==> config.mk <==
export PLATFORM = sky130hd
export DESIGN_NAME = apb4_regbank_slave
export DESIGN_NICKNAME = d
export VERILOG_FILES = /design/src/rtl/apb4_regbank_slave.sv
export SDC_FILE = /design/constraint.sdc
export NUM_CORES = 1
export LEC_CHECK = 0
export ABC_AREA = 1
export BUFFER_PORTS_ARGS = -buffer_cell sky130_fd_sc_hd__clkbuf_2
export CAP_MARGIN = 15
export CORE_AREA = 3 3 247 249
export DETAILED_ROUTE_END_ITERATION = 16
export DIE_AREA = 0 0 250 252
export PLACE_DENSITY = 0.57
export SYNTH_ARGS = -nofsm -noshare
export SYNTH_HDL_FRONTEND = slang
export SYNTH_SLANG_ARGS = --single-unit
==> constraint.sdc <==
create_clock -name PCLK -period 5.4 [get_ports PCLK]
set_clock_uncertainty 0.15 [all_clocks]
set_input_delay 1.62 -clock PCLK [delete_from_list [all_inputs] [get_ports PCLK]]
set_output_delay 1.62 -clock PCLK [all_outputs]
set_load 0.02 [all_outputs]
==> src/rtl/apb4_regbank_slave.sv <==
// APB4 register bank slave: NUM_REGS word registers with byte strobes, optional
// read-only status registers, privilege filtering and programmable wait states.
module apb4_regbank_slave #(
  parameter int                      DATA_WIDTH  = 32,
  parameter int                      ADDR_WIDTH  = 32,
  parameter int                      NUM_REGS    = 8,
  parameter int                      WAIT_STATES = 0,
  parameter logic [NUM_REGS-1:0]     RO_MASK     = '0,
  parameter bit                      PRIV_ONLY   = 1'b0,
  parameter logic [DATA_WIDTH-1:0]   RESET_VAL   = '0
) (
  input  logic                           PCLK,
  input  logic                           PRESETn,
  input  logic                           PSEL,
  input  logic                           PENABLE,
  input  logic                           PWRITE,
  input  logic [ADDR_WIDTH-1:0]          PADDR,
  input  logic [DATA_WIDTH-1:0]          PWDATA,
  input  logic [DATA_WIDTH/8-1:0]        PSTRB,
  input  logic [2:0]                     PPROT,
  output logic                           PREADY,
  output logic [DATA_WIDTH-1:0]          PRDATA,
  output logic                           PSLVERR,
  input  logic [NUM_REGS*DATA_WIDTH-1:0] status_in,
  output logic [NUM_REGS*DATA_WIDTH-1:0] reg_q,
  output logic [NUM_REGS-1:0]            wr_pulse,
  output logic                           o_dbg_state
);

  localparam int STRB_W = DATA_WIDTH / 8;
  localparam int OFF_W  = $clog2(STRB_W);
  localparam int IDX_W  = $clog2(NUM_REGS);
  localparam int SPAN   = NUM_REGS * STRB_W;

  typedef enum logic {S_IDLE = 1'b0, S_ACCESS = 1'b1} state_t;

  state_t                r_state, w_state_nxt;
  logic [3:0]            r_cnt, w_cnt_nxt;
  logic [IDX_W-1:0]      r_idx;
  logic                  r_err;
  logic                  r_write;
  logic [DATA_WIDTH-1:0] r_regs [NUM_REGS];
  logic [NUM_REGS-1:0]   r_wr_pulse;

  logic                  w_setup, w_done, w_wr_ok;
  logic [IDX_W-1:0]      w_idx;
  logic                  w_misaligned, w_oor, w_ro_wr, w_priv_err, w_err;
  logic [DATA_WIDTH-1:0] w_rd_val;
  logic                  w_unused_prot;

  // Address decode is evaluated in the setup phase and frozen for the access phase.
  assign w_idx        = PADDR[OFF_W +: IDX_W];
  assign w_misaligned = |(PADDR & ADDR_WIDTH'(STRB_W - 1));
  assign w_oor        = {1'b0, PADDR} >= (ADDR_WIDTH + 1)'(SPAN);
  assign w_ro_wr      = PWRITE && RO_MASK[w_idx];
  assign w_priv_err   = PRIV_ONLY && !PPROT[0];
  assign w_err        = w_misaligned || w_oor || w_ro_wr || w_priv_err;
  assign w_unused_prot = ^PPROT[2:1];

  always_comb begin
    w_state_nxt = r_state;
    w_cnt_nxt   = r_cnt;
    w_setup     = 1'b0;
    w_done      = 1'b0;
    case (r_state)
      S_IDLE: begin
        if (PSEL && !PENABLE) begin
          w_state_nxt = S_ACCESS;
          w_cnt_nxt   = 4'(WAIT_STATES);
          w_setup     = 1'b1;
        end
      end
      S_ACCESS: begin
        if (!PSEL) begin
          w_state_nxt = S_IDLE;
          w_cnt_nxt   = 4'd0;
        end else if (r_cnt != 4'd0) begin
          w_cnt_nxt = r_cnt - 4'd1;
        end else if (PENABLE) begin
          w_done      = 1'b1;
          w_state_nxt = S_IDLE;
        end
      end
      default: begin
        w_state_nxt = S_IDLE;
        w_cnt_nxt   = 4'd0;
      end
    endcase
  end

  always_ff @(posedge PCLK or negedge PRESETn) begin
    if (!PRESETn) begin
      r_state <= S_IDLE;
      r_cnt   <= 4'd0;
      r_idx   <= '0;
      r_err   <= 1'b0;
      r_write <= 1'b0;
    end else begin
      r_state <= w_state_nxt;
      r_cnt   <= w_cnt_nxt;
      if (w_setup) begin
        r_idx   <= w_idx;
        r_err   <= w_err;
        r_write <= PWRITE;
      end
    end
  end

  assign w_wr_ok = w_done && r_write && !r_err;

  // Write data and strobes are taken from the bus on the completion edge.
  always_ff @(posedge PCLK or negedge PRESETn) begin
    if (!PRESETn) begin
      for (int i = 0; i < NUM_REGS; i++) r_regs[i] <= RESET_VAL;
      r_wr_pulse <= '0;
    end else begin
      r_wr_pulse <= w_wr_ok ? (NUM_REGS'(1) << r_idx) : '0;
      for (int i = 0; i < NUM_REGS; i++) begin
        if (w_wr_ok && (int'(r_idx) == i) && !RO_MASK[i]) begin
          for (int b = 0; b < STRB_W; b++) begin
            if (PSTRB[b]) r_regs[i][b*8 +: 8] <= PWDATA[b*8 +: 8];
          end
        end
      end
    end
  end

  assign w_rd_val = RO_MASK[r_idx] ? status_in[int'(r_idx)*DATA_WIDTH +: DATA_WIDTH]
                                   : r_regs[r_idx];

  always_comb begin
    PREADY  = (r_state == S_ACCESS) && (r_cnt == 4'd0);
    PSLVERR = PREADY && r_err;
    PRDATA  = (PREADY && !r_write && !r_err) ? w_rd_val : '0;
  end

  always_comb begin
    reg_q = '0;
    for (int i = 0; i < NUM_REGS; i++) begin
      reg_q[i*DATA_WIDTH +: DATA_WIDTH] = RO_MASK[i] ? '0 : r_regs[i];
    end
  end

  assign wr_pulse    = r_wr_pulse;
  assign o_dbg_state = r_state;

endmodule

==> impl_metrics.py, run 1 <==
metrics = {
    "clock_tree": {
        "cts-resized-gates": 0,
        "cts_setup_buffers": 0,
        "cts_sinks": 274,
        "htreeDepth": 2,
        "cts_tree": "yes",
        "cts_made_buffers": 35,
        "holdBufCountCts": 0,
        "root_buffer": "clkbuf_16",
        "clock_path_buffers": 3,
        "clk_pin_slew_ns": 0.05,
        "clk_latency_ns": 0.52,
    },
    "pwr": {
        "p_switching_mw": 2.11,
        "power.internal_mw": 3.81,
        "power.density_mw_per_mm2": 322,
        "combPwrFrac_pct": 25.2,
        "p_leak_nw": 9.99,
        "sw_frac_of_total_pct": 35.6,
        "clock_power_share_pct": 38.5,
        "ir_worst_vdd_mv": 0.160,
        "pwr-share-seq_pct": 36.3,
    },
    "floorplan": {
        "start_util_pct": 25.0,
        "core.rowCount": 89,
        "dieArea_mm2": 0.0630,
        "core_area_mm2": 0.0589,
        "dieHeight_um": 252,
        "die_x_um": 250,
        "ios": 631,
    },
    "timing": {
        "tns_ns": 0,
        "max_slew.worst_pin.slew_ns": 0.876,
        "finalSetupViolCount": 0,
        "slew_headroom_pct": 41.4,
        "max_clock_freq_mhz": 207,
        "finalMaxSlewViolations": 0,
        "finalHoldViolCount": 0,
        "rsz0062_at_grt": "no",
        "fin_crit_sh_pct": 89.5,
        "min_period_ns": 4.83,
    },
    "setup_path": {
        "path_max_fanout": 33,
        "timing.rr.start": "r_idx[0]$_DFFE_PN0P_",
        "startpoint_type": "flop",
        "cp_data_arrival_time_ns": 3.06,
        "reg2reg_depth": 7,
        "worstSetupPathType": "flop to output pin",
        "r2r_slack_ns": 2.18,
        "crit_required_ns": 3.63,
        "worstSetupEndpointType": "output pin",
        "r2r_end": "reg_q[163]$_DFFE_PN0P_",
    },
    "grt": {
        "grt_pass1_vias": 14214,
        "overflow": 0,
        "antenna_found_initial": 2,
        "grt.total_usage_pct": 20.3,
        "grt_pass1_wl_um": 96700,
        "grt_max_degree": 110,
    },
    "route": {
        "routed_wl_um": 66000,
        "vias_per_cell": 4.82,
        "drc": 0,
        "num_vias": 15054,
        "drt_pass1_iterations": 5,
        "wl_per_cell_um": 21.1,
        "drtIter0Drc": 1335,
        "ant_nets": 0,
    },
    "yosys": {
        "netlist_instances": 2037,
        "netlist_area_mm2": 0.0147,
        "synth_cell_types": 24,
        "yosysWarningCount": 0,
        "synthesis.nets": 2370,
        "ys_seq_area_share_pct": 46.6,
        "synth-seq-cells": 274,
        "syn_area_per_cell_um2": 7.22,
    },
    "place": {
        "place_inst": 3064,
        "place.gp.congestion": 0.859,
        "port_buffers": 371,
        "dpl.hpwl_um": 45300,
    },
    "worst_hold_path": {
        "holdPathEnd": "reg_q[248]$_DFFE_PN0P_",
        "min_from": "reg_q[248]$_DFFE_PN0P_",
        "min_path_type": "flop to flop",
        "hold_path_depth": 2,
    },
    "final_layout": {
        "final_cells": 3123,
        "final_nets": 2661,
        "syn2layout_area_growth_pct": 24.9,
        "drive_gt1_share_pct": 21.9,
    },
    "flow_run": {
        "drv_cap": 0,
    },
    "run_status": {
        "status": "finished, final reports clean",
    },
}
-- layout make-up --
type / count / area, um^2
tap: 773 / 967
clock inverter: 7 / 92.6
sequential: 274 / 6860
inverter: 154 / 578
clock buffer: 51 / 966
antenna: 1 / 2.50
fill: 6434 / 40500
timing repair buffer: 417 / 2320
multi-input combinational: 1446 / 6580
-- cell usage after synthesis --
cell / n / share of area [%]
nand2_1: 858 / 22
dfrtp_1: 274 / 47
nand4_1: 258 / 11
nor2_1: 180 / 4.6
inv_1: 151 / 3.9
clkbuf_1: 68 / 1.7
buf_2: 48 / 1.6
o21ai_0: 42 / 1.4
clkbuf_2: 32 / 1.1
o21bai_1: 31 / 1.6
nand3_2: 29 / 2.0
o21ai_1: 13 / 0.44
nor3_1: 10 / 0.34
nand3_1: 9 / 0.31
buf_4: 8 / 0.41
buf_1: 7 / 0.18
nor2_2: 5 / 0.21
nor2_4: 5 / 0.38
inv_2: 3 / 0.077
or2_2: 2 / 0.085
ha_1: 1 / 0.085
nand2_2: 1 / 0.043
nand3b_1: 1 / 0.051
nor3_2: 1 / 0.068
-- worst max-delay path by stage --
| stage | from | slack, ns | to | depth (start not counted) |
|---|---|---|---|---|
| floorplan | r_cnt[0]$_DFFE_PN0P_ | 1.98 | PRDATA[11] | 7 |
| global placement | r_idx[0]$_DFFE_PN0P_ | 1.08 | PRDATA[22] | 9 |
| detailed placement | r_idx[0]$_DFFE_PN0P_ | 1.07 | PRDATA[22] | 9 |
| CTS | r_idx[0]$_DFFE_PN0P_ | 0.49 | PRDATA[22] | 9 |
| global route | r_idx[0]$_DFFE_PN0P_ | 0.46 | PRDATA[22] | 9 |
| finish | r_idx[0]$_DFFE_PN0P_ | 0.57 | PRDATA[22] | 9 |
-- per-stage QoR --
stage	setup slack (ns)	hold slack [ns]	power, mW	area [um^2]	util [%]
after floorplan	1.98	0.326	3.05	14700	-
after global placement	1.08	0.326	3.69	17300	29.4
after detailed placement	1.07	0.333	3.69	17300	29.4
after CTS	0.486	0.347	5.99	18400	31.2
after global routing	0.458	0.366	6.22	18400	31.2
final	0.568	0.344	5.92	18400	31.2
-- state kept, by name, indices dropped and copies added, names as in the netlist --
name,count
o_dbg_state,1
reg_q,256
r_err,1
r_write,1
r_idx,3
wr_pulse,8
r_cnt,4
-- power by group through the flow --
stage	Combinational (mW)	Sequential, mW	Clock [mW]
finish	1.49	2.15	2.28
global route	1.65	2.15	2.41
CTS	1.51	2.15	2.33
detailed placement	1.51	2.19	0
global placement	1.51	2.18	0
floorplan	0.917	2.13	0
-- worst max-delay path, cell delays in order (launching register included) --
cell,delay (ns)
dfrtp_2,0.72
buf_4,0.38
buf_4,0.44
nor2_1,0.10
o21bai_1,0.16
nand2_1,0.12
nand2_1,0.09
nand2_1,0.09
nor2_1,0.15
clkbuf_2,0.19
-- cells by family (layout without fill, tap and decap cells) --
kind of cell | Yosys count | count (layout) | share of synthesized area, %
compound gates | 86 | 86 | 3.45
fa+ha+maj | 1 | 1 | 0.0850
buf+inv | 317 | 629 | 8.97
flops | 274 | 274 | 46.6
other cells | 0 | 1 | 0
simple gates | 1359 | 1359 | 40.9
-- per-layer routing --
layer | up-vias | GRT usage [%] | share of wire (%)
met1 | 7277 | 27.0 | 43
met4 | 4 | 6.20 | 2.9
li1 | 7128 | - | -
met2 | 540 | 32.6 | 46
met3 | 105 | 5.03 | 7.4
met5 | - | 0 | 0.050
-- placed cells by master (no fill, tap or decap), types with 10 or more instances in the layout --
master,instances
clkbuf_16,35
clkbuf_2,370
buf_4,37
nor2_1,179
nand2_1,857
inv_1,150
nand4_1,258
clkbuf_1,13
o21ai_0,42
nand3_2,29
o21ai_1,13
dfrtp_1,271
nor3_1,10
o21bai_1,31
nor2_4,11
(Power assumes the default switching activity.)
==> inputs of run 2 (changes only) <==
ABC_AREA = default   (was 1)
PLACE_DENSITY = 0.54   (was 0.57)
==> run 2 against run 1 <==
  * Clock power rose by 3%
  * Final cell count fell by 35%
  * Register-to-register slack lost 0.03 ns
  * Count of clock-buffer cells in the layout shrank 8
  * Global-route usage fell by 7.1 points
  * Worst setup slack lost 0.31 ns
  * Critical endpoint is now PRDATA[19]
==> impl_metrics.py, run 2 <==
metrics = {
    "grt": {
        "grt_pass1_wl_um": 64400,
        "overflow": 0,
        "grt_max_degree": 91,
        "antenna_found_initial": 2,
        "grt_pass1_vias": 9794,
        "grt.total_usage_pct": 13.1,
    },
    "clock_tree": {
        "holdBufCountCts": 0,
        "clock_path_buffers": 3,
        "clk_pin_slew_ns": 0.06,
        "cts_sinks": 274,
        "clk_latency_ns": 0.57,
        "htreeDepth": 1,
        "cts_tree": "yes",
        "cts_setup_buffers": 0,
        "cts_made_buffers": 31,
        "cts-resized-gates": 0,
        "root_buffer": "clkbuf_16",
    },
    "yosys": {
        "netlist_instances": 858,
        "synth_common_cells": "274 x dfrtp_1, 259 x mux2_2, 69 x nand2_1, 64 x mux4_2, 34 x a21oi_1",
        "synth_cell_types": 34,
        "synth.most_common_cell": "dfrtp_1",
        "synth_edf_count": 0,
        "yosysWarningCount": 0,
        "ys_seq_area_share_pct": 52.1,
        "async_flop_share_pct": 100,
        "syn_area_per_cell_um2": 15.3,
        "synth_top_area_share_pct": 52.1,
        "synth-seq-cells": 274,
        "netlist_area_mm2": 0.0131,
        "yosysTopAreaCell": "dfrtp_1",
        "synth.area.top_cells": "dfrtp_1 52%, mux2_2 22%, mux4_2 11%",
        "synthesis.nets": 1191,
        "ys.flop_type": "dfrtp_1",
    },
    "worst_hold_path": {
        "min_from": "r_cnt[1]$_DFFE_PN0P_",
        "hold_path_depth": 1,
        "min_path_type": "flop to flop",
        "holdPathEnd": "r_cnt[1]$_DFFE_PN0P_",
    },
    "pwr": {
        "p_leak_nw": 8.12,
        "combPwrFrac_pct": 7.9,
        "clock_power_share_pct": 48.0,
        "pwr-share-seq_pct": 44.1,
        "power.internal_mw": 3.67,
        "ir_worst_vdd_mv": 0.205,
        "sw_frac_of_total_pct": 24.6,
        "power.density_mw_per_mm2": 285,
        "p_switching_mw": 1.20,
    },
    "route": {
        "wl_met3_um": 2500,
        "ant_nets": 0,
        "top_layer": "met5",
        "wl_per_cell_um": 21.0,
        "drc": 0,
        "dr_wl_met2_um": 20100,
        "routed_wl_um": 42500,
        "drt_pass1_iterations": 4,
        "num_vias": 9164,
        "vias_per_cell": 4.52,
        "wl_met1_um": 19200,
        "drtIter0Drc": 308,
    },
    "final_layout": {
        "design_area_mm2": 0.0171,
        "drive_gt1_share_pct": 64.1,
        "largest_reg_flops": 256,
        "final_nets": 1564,
        "antenna_cells": 0,
        "seqCellArea_mm2": 0.00687,
        "syn2layout_area_growth_pct": 30.0,
        "layout_common_cells": "370 x clkbuf_2, 271 x dfrtp_1, 259 x mux2_2",
        "multi_input_area_mm2": 0.00605,
        "final_common_cell": "clkbuf_2",
        "fill_cells": 5973,
    },
    "timing": {
        "max_slew.worst_pin.slew_ns": 1.10,
        "finalSetupViolCount": 0,
        "fin_crit_sh_pct": 95.2,
        "tns_ns": 0,
        "max_clock_freq_mhz": 195,
        "finalHoldViolCount": 0,
        "finalMaxSlewViolations": 0,
        "slew_headroom_pct": 26.2,
        "min_period_ns": 5.14,
        "rsz0062_at_grt": "no",
    },
    "floorplan": {
        "core.rowCount": 89,
        "core_area_mm2": 0.0589,
        "dieArea_mm2": 0.0630,
        "dieHeight_um": 252,
        "die_x_um": 250,
        "start_util_pct": 22.3,
        "ios": 631,
    },
    "place": {
        "port_buffers": 371,
        "dpl.hpwl_um": 29200,
        "dpl_cell_area_mm2": 0.0160,
        "place.gp.congestion": 0.775,
    },
    "setup_path": {
        "cp_data_arrival_time_ns": 3.37,
        "startpoint_type": "flop",
        "path_max_fanout": 32,
        "worstSetupEndpointType": "output pin",
        "cp_slowest_stage_delay_ns": 1.06,
        "crit_chain": "inv_1, ha_1, or3b_4, or4_2, a21oi_1, clkbuf_2",
        "r2r_slack_ns": 2.15,
        "worstSetupPathType": "flop to output pin",
        "reg2reg_depth": 5,
        "r2r_end": "reg_q[148]$_DFFE_PN0P_",
        "timing.rr.start": "r_idx[2]$_DFFE_PN0P_",
        "slowest_stage": "or4_2",
        "crit_required_ns": 3.63,
    },
    "flow_run": {
        "drv_cap": 0,
    },
    "run_status": {
        "status": "finished, final reports clean",
    },
}
[run 2: area by class of cell]
cell class | count | share of cell area [%]
clock buffer | 43 | 5.15
multi-input combinational | 530 | 35.4
timing repair buffer | 388 | 12.0
tap | 773 | 5.66
sequential | 274 | 40.2
clock inverter | 14 | 1.50
inverter | 6 | 0.139
[run 2: through the flow]
| stage | utilization (%) | std cells | hold WS (ns) | setup slack [ns] | power, mW |
|---|---|---|---|---|---|
| after floorplan | - | 858 | 0.339 | 1.29 | 2.37 |
| after global placement | 27.1 | 1971 | 0.360 | 0.837 | 2.57 |
| after detailed placement | 27.1 | 1971 | 0.363 | 0.819 | 2.58 |
| after CTS | 29.0 | 2028 | 0.377 | 0.177 | 4.96 |
| after global routing | 29.0 | 2028 | 0.399 | 0.149 | 5.07 |
| final | 29.0 | 2028 | 0.369 | 0.261 | 4.87 |
[run 2: how the worst max path moves through the flow]
stage                    startpoint          to  slack, ns  cells after the start
6_report       r_cnt[0]$_DFFE_PN0P_  PRDATA[19]       0.26                      6
3_5_place_dp   r_cnt[0]$_DFFE_PN0P_  PRDATA[19]       0.82                      6
5_1_grt        r_cnt[0]$_DFFE_PN0P_  PRDATA[19]       0.15                      6
3_3_place_gp   r_cnt[0]$_DFFE_PN0P_  PRDATA[19]       0.84                      6
2_1_floorplan  r_cnt[0]$_DFFE_PN0P_  PRDATA[10]       1.29                      8
4_1_cts        r_cnt[0]$_DFFE_PN0P_  PRDATA[19]       0.18                      6
[run 2: critical path: cells and delay by family (launching register included)]
family | cells | cell delay [ns]
simple gates | 2 | 1.45
flops | 1 | 0.41
compound gates | 1 | 0.39
buf+inv | 2 | 0.30
fa+ha+maj | 1 | 0.20
[run 2: metal layers]
layer | vias to the layer above | GRT usage (%)
li1 | 4022 | -
met1 | 4798 | 18.0
met2 | 285 | 21.7
met3 | 57 | 2.65
met4 | 2 | 2.70
met5 | - | 0
[run 2: cell families (layout without fill, tap and decap cells)]
kind of cell | after synthesis | in the layout | synth area share (%)
mux | 325 | 325 | 33.3
flops | 274 | 274 | 52.1
simple gates | 162 | 162 | 10.9
buf+inv | 54 | 451 | 1.84
compound gates | 41 | 41 | 1.69
fa+ha+maj | 1 | 1 | 0.0951
xor+xnor | 1 | 1 | 0.0666
[run 2: power groups by stage]
stage                     Sequential, mW  Combinational [mW]  Clock (mW)
after global placement              2.19               0.383           0
after detailed placement            2.19               0.392           0
after floorplan                     2.13               0.242           0
final                               2.15               0.382        2.34
after global routing                2.15               0.413        2.50
after CTS                           2.15               0.392        2.42
==> inputs of run 3 (changes only) <==
ABC_AREA = 1   (was default)
CORE_AREA = 3 3 244 246   (was 3 3 247 249)
DIE_AREA = 0 0 247 249   (was 0 0 250 252)
PLACE_DENSITY = 0.58   (was 0.54)
==> run 3 against run 2 <==
  * Final cell count is 54% higher
  * Design area is 7.9% higher
  * Flip-flop and latch count stayed put
  * Maximum frequency is 8.3% higher
  * Sequential share of layout area is 3.0 points lower
  * Count of clock-buffer cells in the layout is 11 higher
  * First-iteration DRC count grew to 2.9 times the previous value
  * Non-clock buffer count is 34 higher
  * Critical path type unchanged
  * Sequential power hardly changed
  * Hold slack worse by 0.025 ns
  * Register-to-register slack better by 0.16 ns
==> impl_metrics.py, run 3 (synthesis results as in run 1) <==
metrics = {
    "timing": {
        "finalMaxSlewViolations": 0,
        "tns_ns": 0,
        "holdWs_ns": 0.345,
        "slew_headroom_pct": 33.9,
        "fin_crit_sh_pct": 87.9,
        "rsz0062_at_grt": "no",
        "max_clock_freq_mhz": 211,
        "min_period_ns": 4.75,
        "max_slew.worst_pin.slew_ns": 0.991,
        "finalHoldViolCount": 0,
        "finalSetupViolCount": 0,
    },
    "route": {
        "wl_per_cell_um": 20.8,
        "vias_per_cell": 4.79,
        "routed_wl_um": 64900,
        "num_vias": 14948,
        "drtIter0Drc": 897,
        "drt_pass1_iterations": 5,
        "drc": 0,
        "ant_nets": 0,
    },
    "floorplan": {
        "core.rowCount": 88,
        "start_util_pct": 25.6,
        "ios": 631,
        "dieHeight_um": 249,
        "core_area_mm2": 0.0576,
        "dieArea_mm2": 0.0615,
        "die_x_um": 247,
    },
    "clock_tree": {
        "root_buffer": "clkbuf_16",
        "clk_pin_slew_ns": 0.06,
        "cts_tree": "yes",
        "clock_path_buffers": 3,
        "cts_made_buffers": 36,
        "clk_latency_ns": 0.54,
        "cts-resized-gates": 0,
        "cts_setup_buffers": 0,
        "htreeDepth": 2,
        "holdBufCountCts": 0,
        "cts_sinks": 274,
    },
    "final_layout": {
        "syn2layout_area_growth_pct": 25.4,
        "drive_gt1_share_pct": 22.3,
        "antenna_cells": 0,
        "design_area_mm2": 0.0185,
        "fill_cells": 6260,
        "layout_common_cells": "858 x nand2_1, 370 x clkbuf_2, 271 x dfrtp_1",
        "final_nets": 2667,
        "final_common_cell": "nand2_1",
        "largest_reg_flops": 256,
    },
    "pwr": {
        "ir_worst_vdd_mv": 0.221,
        "pwr-share-seq_pct": 35.4,
        "power.density_mw_per_mm2": 326,
        "power.internal_mw": 3.94,
        "p_switching_mw": 2.09,
        "power_mw": 6.02,
        "combPwrFrac_pct": 24.4,
        "clock_power_share_pct": 40.1,
        "p_leak_nw": 10.1,
        "sw_frac_of_total_pct": 34.6,
    },
    "grt": {
        "grt_pass1_wl_um": 95600,
        "grt_pass1_vias": 14309,
        "antenna_found_initial": 0,
        "grt_max_degree": 106,
        "overflow": 0,
        "grt.total_usage_pct": 20.6,
    },
    "setup_path": {
        "worstSetupPathType": "flop to output pin",
        "path_max_fanout": 32,
        "crit_required_ns": 3.63,
        "worstSetupEndpointType": "output pin",
        "startpoint_type": "flop",
        "cp_data_arrival_time_ns": 2.98,
    },
    "place": {
        "dpl_cell_area_mm2": 0.0173,
        "dpl.hpwl_um": 46800,
        "place.gp.congestion": 0.854,
        "port_buffers": 371,
    },
    "worst_hold_path": {
        "min_path_type": "flop to flop",
    },
    "flow_run": {
        "drv_cap": 0,
    },
    "run_status": {
        "status": "finished, final reports clean",
    },
}
run 3: changes by cell type in the layout (fill, tap and decap cells not counted), sizes merged, moves of 34 or more:
cell and delta:
a21oi -34, buf +34, inv +149, mux2 -259, mux4 -64, nand2 +790, nand3 +38, nand4 +254
nor2 +186, nor4 -42, o21ai +53
run 3: final cells by class:
cell class                      count  area [um^2]  share of cell area, %
Timing Repair Buffer              422         2320                   12.6
Tap cell                          765          957                   5.19
Inverter                          154          578                   3.13
Clock inverter                      8          100                  0.542
Sequential cell                   274         6860                   37.2
Multi-Input combinational cell   1446         6560                   35.6
Clock buffer                       54         1070                   5.80
run 3: per-layer routing:
layer	GRT usage (%)	share of wire [%]
met1	25.2	40
met2	35.5	49
met3	5.12	8.0
met4	6.51	3.0
met5	0	0
run 3: per-stage QoR:
step | cells | setup slack (ns) | utilization, %
CTS | 3123 | 0.569 | 32.0
detailed placement | 3061 | 1.15 | 30.0
finish | 3123 | 0.654 | 32.0
global placement | 3061 | 1.14 | 30.0
floorplan | 2037 | 1.98 | -
global route | 3123 | 0.433 | 32.0
run 3: path summary, 6_finish.rpt:
kind                                              from                      to  slack [ns]  depth (start not counted)
worst min register to register  reg_q[240]$_DFFE_PN0P_  reg_q[240]$_DFFE_PN0P_        0.34                          2
min in group asynchronous                      PRESETn  reg_q[184]$_DFFE_PN0P_        1.01                          1
worst min-delay path            reg_q[240]$_DFFE_PN0P_  reg_q[240]$_DFFE_PN0P_        0.34                          2
worst max-delay path              r_idx[1]$_DFFE_PN0P_              PRDATA[17]        0.65                          7
worst max register to register    r_idx[0]$_DFFE_PN0P_   reg_q[96]$_DFFE_PN0P_        2.31                          8
max in group asynchronous                      PRESETn  reg_q[131]$_DFFE_PN0P_        3.05                          2
run 3: power by group through the flow:
stage / Sequential, mW / Combinational (mW) / Clock [mW]
after CTS: 2.13 / 1.51 / 2.47
final: 2.13 / 1.47 / 2.42
after floorplan: 2.13 / 0.917 / 0
after global placement: 2.17 / 1.50 / 0
after global routing: 2.14 / 1.65 / 2.55
after detailed placement: 2.17 / 1.50 / 0
run 3: worst max-delay path: stages, from the launching register on:
cell and delay, ns:
dfrtp_2 0.79, nand2_1 0.51, buf_12 0.33, o21ai_0 0.24, nor2_1 0.07, nor2_1 0.19
nor2_1 0.13, clkbuf_2 0.17
